==> config.mk <==
export PLATFORM = sky130hd
export DESIGN_NAME = apb3_slave_mux
export DESIGN_NICKNAME = d
export VERILOG_FILES = /design/src/rtl/apb3_slave_mux.sv
export SDC_FILE = /design/constraint.sdc
export NUM_CORES = 1
export LEC_CHECK = 0
export BUFFER_PORTS_ARGS = -buffer_cell sky130_fd_sc_hd__buf_2
export CORE_MARGIN = 2
export CORE_UTILIZATION = 41
export DETAILED_ROUTE_END_ITERATION = 7
export PLACE_DENSITY = 0.88
export SYNTH_ARGS = -nofsm -noshare
export SYNTH_HDL_FRONTEND = slang
export SYNTH_SLANG_ARGS = --single-unit
==> constraint.sdc <==
create_clock -name io_systemClk -period 2.9 [get_ports io_systemClk]
set_input_delay 0.29 -clock io_systemClk [delete_from_list [all_inputs] [get_ports io_systemClk]]
set_output_delay 0.29 -clock io_systemClk [all_outputs]
set_load 0.02 [all_outputs]
==> src/rtl/apb3_slave_mux.sv <==
// apb3_slave_mux: fans one upstream APB3 slave port out to NUM_SLV downstream APB3 slaves.
// Latency: setup at T -> m setup T+1, m access T+2; zero-wait slave answers at T+3, decode error at T+1.
// Backpressure: s_PREADY stays low until the selected slave answers or the TIMEOUT watchdog fires.
// Ports: io_systemClk/io_systemReset clock and async reset; s_* upstream APB3 slave side;
//        m_* downstream APB3 master side (one-hot m_PSEL, packed m_PRDATA slices per slave);
//        timeout_irq one-cycle pulse per watchdog expiry, timeout_cnt saturating expiry count.
module apb3_slave_mux #(
  parameter int                    ADDR_WIDTH = 12,
  parameter int                    DATA_WIDTH = 32,
  parameter int                    NUM_SLV    = 4,
  parameter int                    SEL_BITS   = 2,
  parameter int                    TIMEOUT    = 256,
  parameter logic [DATA_WIDTH-1:0] ERR_DATA   = 32'hDEADBEEF
) (
  input  logic                          io_systemClk,
  input  logic                          io_systemReset,
  input  logic [ADDR_WIDTH-1:0]         s_PADDR,
  input  logic                          s_PSEL,
  input  logic                          s_PENABLE,
  input  logic                          s_PWRITE,
  input  logic [DATA_WIDTH-1:0]         s_PWDATA,
  output logic                          s_PREADY,
  output logic [DATA_WIDTH-1:0]         s_PRDATA,
  output logic                          s_PSLVERROR,
  output logic [ADDR_WIDTH-1:0]         m_PADDR,
  output logic [NUM_SLV-1:0]            m_PSEL,
  output logic                          m_PENABLE,
  output logic                          m_PWRITE,
  output logic [DATA_WIDTH-1:0]         m_PWDATA,
  input  logic [NUM_SLV*DATA_WIDTH-1:0] m_PRDATA,
  input  logic [NUM_SLV-1:0]            m_PREADY,
  input  logic [NUM_SLV-1:0]            m_PSLVERROR,
  output logic                          timeout_irq,
  output logic [7:0]                    timeout_cnt
);

  localparam int SLOTS  = 2 ** SEL_BITS;
  localparam int WAIT_W = $clog2(TIMEOUT);
  localparam logic [WAIT_W-1:0] WAIT_LAST = WAIT_W'(TIMEOUT - 1);

  typedef enum logic [1:0] {S_IDLE, S_SETUP, S_ACCESS, S_RESP} state_t;

  state_t                state_q, state_d;
  logic [ADDR_WIDTH-1:0] addr_q, addr_d;
  logic [DATA_WIDTH-1:0] wdata_q, wdata_d;
  logic                  write_q, write_d;
  logic [SEL_BITS-1:0]   idx_q, idx_d;
  logic [DATA_WIDTH-1:0] rdata_q, rdata_d;
  logic                  err_q, err_d;
  logic [WAIT_W-1:0]     wait_q, wait_d;
  logic                  abort_q, abort_d;
  logic                  irq_q, irq_d;
  logic [7:0]            tcnt_q, tcnt_d;

  // Every index value gets a slot; slots past NUM_SLV read as unmapped and never ready,
  // so the decoder can index by the raw address bits without range checks.
  logic [DATA_WIDTH-1:0] slot_rdata [SLOTS];
  logic [SLOTS-1:0]      slot_rdy, slot_err, slot_map;

  for (genvar g = 0; g < SLOTS; g++) begin : g_slot
    if (g < NUM_SLV) begin : g_map
      assign slot_rdata[g] = m_PRDATA[g*DATA_WIDTH +: DATA_WIDTH];
      assign slot_rdy[g]   = m_PREADY[g];
      assign slot_err[g]   = m_PSLVERROR[g];
      assign slot_map[g]   = 1'b1;
    end else begin : g_unmap
      assign slot_rdata[g] = '0;
      assign slot_rdy[g]   = 1'b0;
      assign slot_err[g]   = 1'b0;
      assign slot_map[g]   = 1'b0;
    end
  end

  logic [SEL_BITS-1:0] s_idx;
  assign s_idx = s_PADDR[ADDR_WIDTH-1 -: SEL_BITS];

  always_comb begin
    state_d = state_q;
    addr_d  = addr_q;
    wdata_d = wdata_q;
    write_d = write_q;
    idx_d   = idx_q;
    rdata_d = rdata_q;
    err_d   = err_q;
    wait_d  = wait_q;
    abort_d = abort_q;
    irq_d   = 1'b0;
    tcnt_d  = tcnt_q;
    unique case (state_q)
      S_IDLE: begin
        if (s_PSEL && !s_PENABLE) begin
          addr_d  = {{SEL_BITS{1'b0}}, s_PADDR[ADDR_WIDTH-SEL_BITS-1:0]};
          wdata_d = s_PWDATA;
          write_d = s_PWRITE;
          idx_d   = s_idx;
          abort_d = 1'b0;
          wait_d  = '0;
          if (slot_map[s_idx]) begin
            state_d = S_SETUP;
          end else begin
            rdata_d = ERR_DATA;
            err_d   = 1'b1;
            state_d = S_RESP;
          end
        end
      end
      S_SETUP: begin
        // A master that lets go of PSEL mid-transfer no longer expects an answer.
        if (!s_PSEL) abort_d = 1'b1;
        state_d = S_ACCESS;
      end
      S_ACCESS: begin
        if (!s_PSEL) abort_d = 1'b1;
        wait_d = wait_q + 1'b1;
        // Ready is checked first so a slave answering on the last allowed cycle is not timed out.
        if (slot_rdy[idx_q]) begin
          rdata_d = slot_rdata[idx_q];
          err_d   = slot_err[idx_q];
          state_d = S_RESP;
        end else if (wait_q == WAIT_LAST) begin
          rdata_d = ERR_DATA;
          err_d   = 1'b1;
          irq_d   = 1'b1;
          if (tcnt_q != 8'hFF) tcnt_d = tcnt_q + 8'd1;
          state_d = S_RESP;
        end
      end
      S_RESP:  state_d = S_IDLE;
      default: state_d = S_IDLE;
    endcase
  end

  always_ff @(posedge io_systemClk or posedge io_systemReset) begin
    if (io_systemReset) begin
      state_q <= S_IDLE;
      addr_q  <= '0;
      wdata_q <= '0;
      write_q <= 1'b0;
      idx_q   <= '0;
      rdata_q <= '0;
      err_q   <= 1'b0;
      wait_q  <= '0;
      abort_q <= 1'b0;
      irq_q   <= 1'b0;
      tcnt_q  <= '0;
    end else begin
      state_q <= state_d;
      addr_q  <= addr_d;
      wdata_q <= wdata_d;
      write_q <= write_d;
      idx_q   <= idx_d;
      rdata_q <= rdata_d;
      err_q   <= err_d;
      wait_q  <= wait_d;
      abort_q <= abort_d;
      irq_q   <= irq_d;
      tcnt_q  <= tcnt_d;
    end
  end

  for (genvar g = 0; g < NUM_SLV; g++) begin : g_sel
    assign m_PSEL[g] = ((state_q == S_SETUP) || (state_q == S_ACCESS)) && (idx_q == SEL_BITS'(g));
  end

  assign m_PENABLE   = (state_q == S_ACCESS);
  assign m_PADDR     = addr_q;
  assign m_PWRITE    = write_q;
  assign m_PWDATA    = wdata_q;
  // An aborted transfer still passes through RESP but presents nothing upstream.
  assign s_PREADY    = (state_q == S_RESP) && !abort_q;
  assign s_PRDATA    = s_PREADY ? rdata_q : '0;
  assign s_PSLVERROR = s_PREADY && err_q;
  assign timeout_irq = irq_q;
  assign timeout_cnt = tcnt_q;

endmodule

==> flow_metrics.env, run 1 <==
export IMPL_status="complete, but fails checks"
export IMPL_violations="negative hold slack"
export IMPL_gr_usage_all_layers=0.2103
export IMPL_final_area_sq_um=7211
export IMPL_r2r_setup_slack_ps=550
export IMPL_vias=4318
export IMPL_rows=41
export IMPL_final_util=0.5737
export IMPL_drt_iter0_markers=209
export IMPL_start_util=0.4191
export IMPL_synth_edf_count=0
export IMPL_wirelength_mm=14.19
export IMPL_htreeDepth=3
export IMPL_synth_seq_area_share=0.4656
export IMPL_antenna_found_initial=1
export IMPL_start_kind="register"
export IMPL_cts_inserted_buffers=9
export IMPL_setup_slack_ps=553.6
export IMPL_routedWlPerCell_microns=16.48
export IMPL_numPlacedInstances=845
export IMPL_fin_cells=861
export IMPL_core_area_sq_um=12570
export IMPL_post_cts_buffers=0
export IMPL_clk_pin_slew_ps=60
export IMPL_dieHeight_microns=117.3
export IMPL_first_pass_iters=4
export IMPL_slowest_stage="mux4_2"
export IMPL_hold_class="in2async"
export IMPL_powerDensity_nw_per_um2=984.4
export IMPL_tightest_slew_ps=667.9
export IMPL_synth_cells=415
export IMPL_synth_distinct_cells=36
export IMPL_io_pins=278
export IMPL_postPlaceCellArea_sq_um=6845
export IMPL_synth_seq_cells=98
export IMPL_reg2regPathDepth=5
export IMPL_setup_viol=0
export IMPL_skew_ps=4.289
export IMPL_route_detailed_drc=0
export IMPL_relSlewSlack=0.5547
export IMPL_portBuffers=275
export IMPL_n_antenna_cell=0
export IMPL_grt_pass1_vias=4511
export IMPL_via_per_inst=5.015
export IMPL_hpwl_mm=11.22
export IMPL_clock_sinks=98
export IMPL_grt_max_degree=55
export IMPL_dieWidth_microns=117.3
export IMPL_maxCapViolCount=0
export IMPL_drive_gt1_frac=0.5718
export IMPL_final_cell_mix="275 x buf_2, 97 x dfrtp_1, 50 x mux2_2"
export IMPL_crit_chain="mux4_2 -> a311oi_2 -> and3b_2 -> buf_12 -> mux2i_1"
export IMPL_cp_max_fo=18
export IMPL_total_power_mw=7.098
export IMPL_cellLeakagePower_nw=3.747
export IMPL_antenna_left=0
export IMPL_final_nets=876
export IMPL_insertion_delay_ps=350
export IMPL_root_buffer="clkbuf_16"
export IMPL_period_needed_ps=2346
export IMPL_grt_first_pass_wirelength_mm=22.90
export IMPL_slowest_delay_ps=650
export IMPL_fin_hold_ws_ps=-4.617
export IMPL_irDropWorstVdd_mv=1.013
export IMPL_cp_required_ps=3170
export IMPL_setup_tns_ps=0
export IMPL_gp_congestion=0.8259
export IMPL_arrival_ps=2610
export IMPL_timing_fmax_mhz=426.2
export IMPL_yosysWarnings=0
export IMPL_syn_avg_cell_area_sq_um=12.69
export IMPL_clk_path_buf_depth=2
export IMPL_fin_crit_sh=0.8091
export IMPL_worst_setup_path_type="reg2reg"
export IMPL_dieArea_sq_um=13770
export IMPL_syn_area_sq_um=5268
export IMPL_synth_flop_cell="dfrtp_1"
export IMPL_synth_async_reset_ratio=1.000
export IMPL_cts_hold_buffers=0
export IMPL_hold_violations=5
export IMPL_crit_path_end_kind="register"
export IMPL_slew_viol_final=0
export IMPL_cts_tree="done"
export IMPL_area_delta_synth_final_pct=36.89
export IMPL_cts_repair_resize_count=0
export IMPL_place_ws_ps=576.4
export IMPL_overflow=0
export IMPL_rsz0062_at_grt="false"
export IMPL_final_common_cell="buf_2"
==> flip-flops by register name, indices dropped and copies added (netlist names) <==
signal,flops
m_PADDR,10
state_q,2
err_q,1
abort_q,1
m_PWDATA,32
idx_q,2
rdata_q,32
wait_q,8
m_PWRITE,1
timeout_cnt,8
timeout_irq,1
==> layout make-up <==
class	instances	area (sq um)
Multi-Input combinational cell	262	2584
Fill cell	1092	5358
Clock inverter	6	136.4
Sequential cell	98	2454
Tap cell	172	215.2
Clock buffer	10	229.0
Inverter	29	111.4
Timing Repair Buffer	284	1481
==> layer usage <==
metal	GRT usage	wire, microns
met1	0.2524	5500
met2	0.3575	7271
met3	0.06226	1111
met5	0	11
met4	0.07982	295
==> cell families (layout without fill, tap and decap cells) <==
group / after synthesis / in the layout / synth area share
and+or+nand+nor: 111 / 111 / 0.1138
AOI/OAI and AO/OA: 16 / 16 / 0.02351
adders and majority gates: 7 / 7 / 0.01663
muxes: 116 / 116 / 0.3178
xor gates and xnor gates: 10 / 10 / 0.01663
DFF: 98 / 98 / 0.4656
other: 1 / 2 / 0.0007119
buffers and inverters: 56 / 329 / 0.04536
==> worst paths after layout <==
path                                 from           end
setup / recovery                 idx_q[0]   rdata_q[21]
hold / removal             io_systemReset    m_PADDR[0]
setup reg to reg                 idx_q[0]   rdata_q[21]
hold reg to reg                m_PADDR[1]    m_PADDR[1]
max in group asynchronous  io_systemReset      idx_q[0]
min in group io_systemClk    s_PWDATA[31]  m_PWDATA[31]
==> cell usage after synthesis (6+ instances only) <==
library cell | count | area share
nor2_1 | 34 | 0.024
and2_1 | 33 | 0.039
inv_1 | 29 | 0.021
ha_1 | 7 | 0.017
dfrtp_1 | 98 | 0.47
mux4_2 | 34 | 0.15
nand2_1 | 8 | 0.0057
a21oi_1 | 6 | 0.0057
mux2i_1 | 27 | 0.051
mux2_2 | 50 | 0.11
and3_1 | 15 | 0.018
xnor2_1 | 8 | 0.013
clkbuf_1 | 14 | 0.010
==> worst max-delay path: cells and delay by family (launching register included) <==
family	cells	cell delay, ps
simple gates	1	450
compound gates	1	350
flops	1	370
buf+inv	1	250
mux	2	820
==> report_power, final <==
| part | switching (mW) | internal [mW] | total (mW) |
|---|---|---|---|
| combinational | 1.90 | 1.61 | 3.50 |
| sequential | 0.293 | 1.87 | 2.16 |
| clock | 0.501 | 0.933 | 1.43 |
| total | 2.69 | 4.41 | 7.10 |
No activity file was read; power rests on OpenSTA's default activity.
==> inputs of run 2 (changes only) <==
==> constraint.sdc (replaced) <==
create_clock -name io_systemClk -period 1.9 [get_ports io_systemClk]
set_input_delay 0.19 -clock io_systemClk [delete_from_list [all_inputs] [get_ports io_systemClk]]
set_output_delay 0.19 -clock io_systemClk [all_outputs]
set_load 0.02 [all_outputs]
==> run 2 against run 1 <==
- largest power group unchanged
- setup slack got worse by 590 ps
- critical path type unchanged
- sequential power increased by 51%
- sequential cell count unchanged
- non-clock buffer count increased by 22
- critical path depth unchanged
- wire length increased by 1.4%
- first-iteration DRC count decreased by 24%
- the flow finishes with violations (negative setup slack)
==> flow_metrics.env, run 2 (same netlist as run 1, synthesis figures left out) <==
export IMPL_dieHeight_microns=117.3
export IMPL_internal_power_mw=6.714
export IMPL_irDropWorstVdd_mv=1.195
export IMPL_timing_fmax_mhz=516.4
export IMPL_slowest_delay_ps=550
export IMPL_setup_slack_ps=-36.49
export IMPL_setup_viol=22
export IMPL_clockPowerShare=0.169
export IMPL_crit_chain="mux4_2 -> a311oi_2 -> and3b_4 -> buf_12 -> mux2i_1"
export IMPL_route_detailed_drc=0
export IMPL_grt_pass1_vias=4667
export IMPL_hold_class="in2reg"
export IMPL_cts_tree="done"
export IMPL_skew_ps=7.343
export IMPL_violations="negative setup slack"
export IMPL_status="complete, but fails checks"
export IMPL_powerDensity_nw_per_um2=1471
export IMPL_rows=41
export IMPL_seqPwrFrac=0.298
export IMPL_wirelength_mm=14.38
export IMPL_root_buffer="clkbuf_16"
export IMPL_setup_tns_ps=-304.0
export IMPL_slew_viol_final=0
export IMPL_start_util=0.4191
export IMPL_grt_util_met3=0.03891
export IMPL_io_pins=278
export IMPL_place_ws_ps=-96.69
export IMPL_arrival_ps=2180
export IMPL_overflow=0
export IMPL_cp_max_fo=21
export IMPL_use_met1=0.2646
export IMPL_area_delta_synth_final_pct=40.90
export IMPL_hold_violations=0
export IMPL_first_pass_iters=6
export IMPL_clk_path_buf_depth=2
export IMPL_vias=4365
export IMPL_slowest_stage="mux4_2"
export IMPL_n_antenna_cell=0
export IMPL_final_nets=898
export IMPL_numPlacedInstances=864
export IMPL_fin_cells=882
export IMPL_maxCapViolCount=0
export IMPL_final_area_sq_um=7422
export IMPL_dieArea_sq_um=13770
export IMPL_postPlaceCellArea_sq_um=7066
export IMPL_final_cell_mix="275 x buf_2, 95 x dfrtp_1, 50 x mux2_2"
export IMPL_period_needed_ps=1936
export IMPL_power_switching_mw=4.204
export IMPL_met2_usage=0.3776
export IMPL_antenna_found_initial=0
export IMPL_grt_first_pass_wirelength_mm=23.30
export IMPL_crit_path_end_kind="register"
export IMPL_routedWlPerCell_microns=16.31
export IMPL_cp_required_ps=2150
export IMPL_core_area_sq_um=12570
export IMPL_swShare=0.3851
export IMPL_rsz0062_at_grt="true"
export IMPL_antenna_left=0
export IMPL_via_per_inst=4.949
export IMPL_drive_gt1_frac=0.5958
export IMPL_fin_crit_sh=1.019
export IMPL_pwr_share_comb=0.533
export IMPL_grt_max_degree=65
export IMPL_portBuffers=275
export IMPL_fillers=1026
export IMPL_drt_iter0_markers=159
export IMPL_insertion_delay_ps=340
export IMPL_gp_congestion=0.8425
export IMPL_gr_usage_all_layers=0.2138
export IMPL_final_common_cell="buf_2"
export IMPL_cellLeakagePower_nw=3.842
export IMPL_clock_sinks=98
export IMPL_worst_setup_path_type="reg2reg"
export IMPL_r2r_setup_slack_ps=-40
export IMPL_clk_pin_slew_ps=70
export IMPL_cts_inserted_buffers=9
export IMPL_hpwl_mm=11.21
export IMPL_htreeDepth=3
export IMPL_dieWidth_microns=117.3
export IMPL_grt_busiest_layer="met2"
export IMPL_start_kind="register"
-- run 2: final timing paths --
check                               start      endpoint  cells after the start
setup reg to reg                 idx_q[0]   rdata_q[31]                      5
min in group asynchronous  io_systemReset  m_PWDATA[12]                      4
setup / recovery                 idx_q[0]   rdata_q[31]                      5
hold / removal                s_PWDATA[4]   m_PWDATA[4]                      2
max in group asynchronous  io_systemReset    state_q[1]                      4
hold reg to reg              m_PWDATA[25]  m_PWDATA[25]                      1
-- run 2: critical path: cells and delay by family (launching register included) --
kind                   cells  cell delay, ps
multiplexers               2             730
flip-flops                 1             370
AND/OR/NAND/NOR            1             310
AO/OA/AOI/OAI              1             240
buffers and inverters      1             190
-- run 2: final cells by class --
type                       count  area, sq um  area share
multi-input combinational    262         2631      0.3545
sequential                    98         2456      0.3309
timing repair buffer         306         1703      0.2294
clock buffer                  11        252.7     0.03405
tap                          172        215.2     0.02900
inverter                      29        112.6     0.01517
clock inverter                 4        51.30    0.006912
-- run 2: per-layer routing --
layer,share of wire,vias to the layer above
met4,0.013,0
met3,0.061,15
met2,0.51,200
met1,0.42,2106
li1,-,2044
met5,0,-
-- run 2: power groups by stage --
stage          Combinational, mW  Sequential, mW  Clock [mW]
5_1_grt                     6.28            3.36        2.01
3_3_place_gp                5.71            3.24           0
6_report                    5.81            3.26        1.85
3_5_place_dp                5.82            3.28           0
4_1_cts                     5.84            3.25        1.91
2_1_floorplan               3.34            3.83           0
-- run 2: stage by stage --
stage	hold slack, ps	power (mW)	utilization
CTS	64.80	10.99	0.5874
global placement	278.1	8.949	0.5622
floorplan	340.6	7.172	-
global route	62.23	11.65	0.5905
finish	80.65	10.92	0.5905
detailed placement	280.1	9.096	0.5622
-- run 2: what timing repair did --
| action | CTS | global route |
|---|---|---|
| setup endpoints to repair | 37 | 122 |
| hold buffers | 1 | 0 |
| setup buffers | 0 | 2 |
| gates resized for setup | 1 | 7 |
| pin swaps | 0 | 3 |
| hold endpoints to repair | 98 | 0 |
==> inputs of run 3 (changes only) <==
--- a/config.mk
+++ b/config.mk
@@ -9,6 +9,7 @@
 export CORE_MARGIN = 2
 export CORE_UTILIZATION = 41
 export DETAILED_ROUTE_END_ITERATION = 7
+export MAX_ROUTING_LAYER = met4
 export PLACE_DENSITY = 0.88
 export SYNTH_ARGS = -nofsm -noshare
 export SYNTH_HDL_FRONTEND = slang
==> run 3 against run 2 <==
- the run still ends with negative setup slack left
- largest cell class unchanged
- cell count unchanged
- non-clock buffer count did not move
- core utilization did not move
- largest power group unchanged
- critical path depth stayed put
- critical endpoint unchanged
==> flow_metrics.env, run 3 (same netlist as run 1, synthesis figures left out) <==
export IMPL_status="complete, but fails checks"
export IMPL_violations="negative setup slack"
export IMPL_fin_hold_ws_ps=80.64
export IMPL_gp_congestion=0.8556
export IMPL_relSlewSlack=0.6663
export IMPL_setup_viol=22
export IMPL_cts_tree="done"
export IMPL_hpwl_mm=11.21
export IMPL_setup_tns_ps=-341.7
export IMPL_start_kind="register"
export IMPL_crit_chain="mux4_2 -> a311oi_2 -> and3b_4 -> buf_12 -> mux2i_1"
export IMPL_wirelength_mm=14.43
export IMPL_cts_inserted_buffers=9
export IMPL_cp_max_fo=21
export IMPL_final_cell_mix="275 x buf_2, 95 x dfrtp_1, 50 x mux2_2"
export IMPL_skew_ps=7.547
export IMPL_slowest_stage="mux4_2"
export IMPL_fin_cells=882
export IMPL_gr_usage_all_layers=0.2196
export IMPL_clk_path_buf_depth=2
export IMPL_worst_setup_path_type="reg2reg"
export IMPL_fillers=1026
export IMPL_antenna_found_initial=0
export IMPL_maxCapViolCount=0
export IMPL_portBuffers=275
export IMPL_setup_slack_ps=-33.51
export IMPL_numPlacedInstances=864
export IMPL_final_area_sq_um=7422
export IMPL_total_power_mw=10.92
export IMPL_htreeDepth=3
export IMPL_area_delta_synth_final_pct=40.90
export IMPL_clk_pin_slew_ps=70
export IMPL_slowest_delay_ps=550
export IMPL_grt_pass1_vias=4669
export IMPL_dieArea_sq_um=13770
export IMPL_rows=41
export IMPL_arrival_ps=2180
export IMPL_insertion_delay_ps=340
export IMPL_hold_violations=0
export IMPL_rsz0062_at_grt="true"
export IMPL_io_pins=278
export IMPL_root_buffer="clkbuf_16"
export IMPL_cp_required_ps=2150
export IMPL_postPlaceCellArea_sq_um=7066
export IMPL_place_ws_ps=-96.69
export IMPL_grt_first_pass_wirelength_mm=23.27
export IMPL_dieWidth_microns=117.3
export IMPL_core_area_sq_um=12570
export IMPL_hold_class="in2reg"
export IMPL_n_antenna_cell=0
export IMPL_dieHeight_microns=117.3
export IMPL_drt_iter0_markers=161
export IMPL_final_util=0.5905
export IMPL_crit_path_end_kind="register"
export IMPL_first_pass_iters=6
export IMPL_clock_sinks=98
export IMPL_tightest_slew_ps=500.5
export IMPL_routedWlPerCell_microns=16.37
export IMPL_r2r_setup_slack_ps=-30
export IMPL_overflow=0
export IMPL_via_per_inst=4.980
export IMPL_grt_max_degree=65
export IMPL_vias=4392
export IMPL_timing_fmax_mhz=517.2
export IMPL_antenna_left=0
export IMPL_period_needed_ps=1934
export IMPL_drive_gt1_frac=0.5958
export IMPL_irDropWorstVdd_mv=1.196
export IMPL_cellLeakagePower_nw=3.842
export IMPL_fin_crit_sh=1.018
export IMPL_slew_viol_final=0
export IMPL_powerDensity_nw_per_um2=1472
export IMPL_final_nets=898
export IMPL_start_util=0.4191
export IMPL_route_detailed_drc=0
export IMPL_final_common_cell="buf_2"
run 3: cell counts in the layout (fill, tap and decap cells not counted):
No cell type changed its count.
run 3: path summary, 6_finish.rpt:
path                           startpoint      endpoint  cells after the start
max                              idx_q[0]   rdata_q[31]                      5
min                          s_PWDATA[28]  m_PWDATA[28]                      2
max reg2reg                      idx_q[0]   rdata_q[31]                      5
min reg2reg                  m_PWDATA[25]  m_PWDATA[25]                      1
max in group asynchronous  io_systemReset      idx_q[1]                      4
min in group asynchronous  io_systemReset  m_PWDATA[12]                      4
run 3: critical path: cells and delay by family, from the launching register on:
kind / cells / cell delay, ps
AND/OR/NAND/NOR: 1 / 310
flip-flops: 1 / 370
multiplexers: 2 / 730
AO/OA/AOI/OAI: 1 / 240
buffers and inverters: 1 / 190
run 3: area by class of cell:
class	instances	area [sq um]	area share
multi-input combinational	262	2631	0.3545
clock buffer	11	252.7	0.03405
clock inverter	4	51.30	0.006912
tap	172	215.2	0.02900
timing repair buffer	306	1703	0.2294
sequential	98	2456	0.3309
inverter	29	112.6	0.01517
run 3: what timing repair did:
| item | CTS | global route |
|---|---|---|
| hold endpoints to repair | 98 | 0 |
| gates resized for setup | 1 | 7 |
| setup endpoints to repair | 37 | 122 |
| setup buffers | 0 | 2 |
| pin swaps | 0 | 3 |
| hold buffers | 1 | 0 |
run 3: report_power, final:
group	internal, mW	switching [mW]
registers	2.85	0.405
clock network	1.09	0.765
logic	2.78	3.04
run 3: routing by layer:
layer,share of wire,GRT usage,up-vias,routed length (microns)
li1,-,-,2041,-
met1,0.42,0.2681,2122,6060
met2,0.50,0.3757,210,7283
met3,0.060,0.03356,19,872
met4,0.015,0.07154,0,217
met5,0,-,-,0
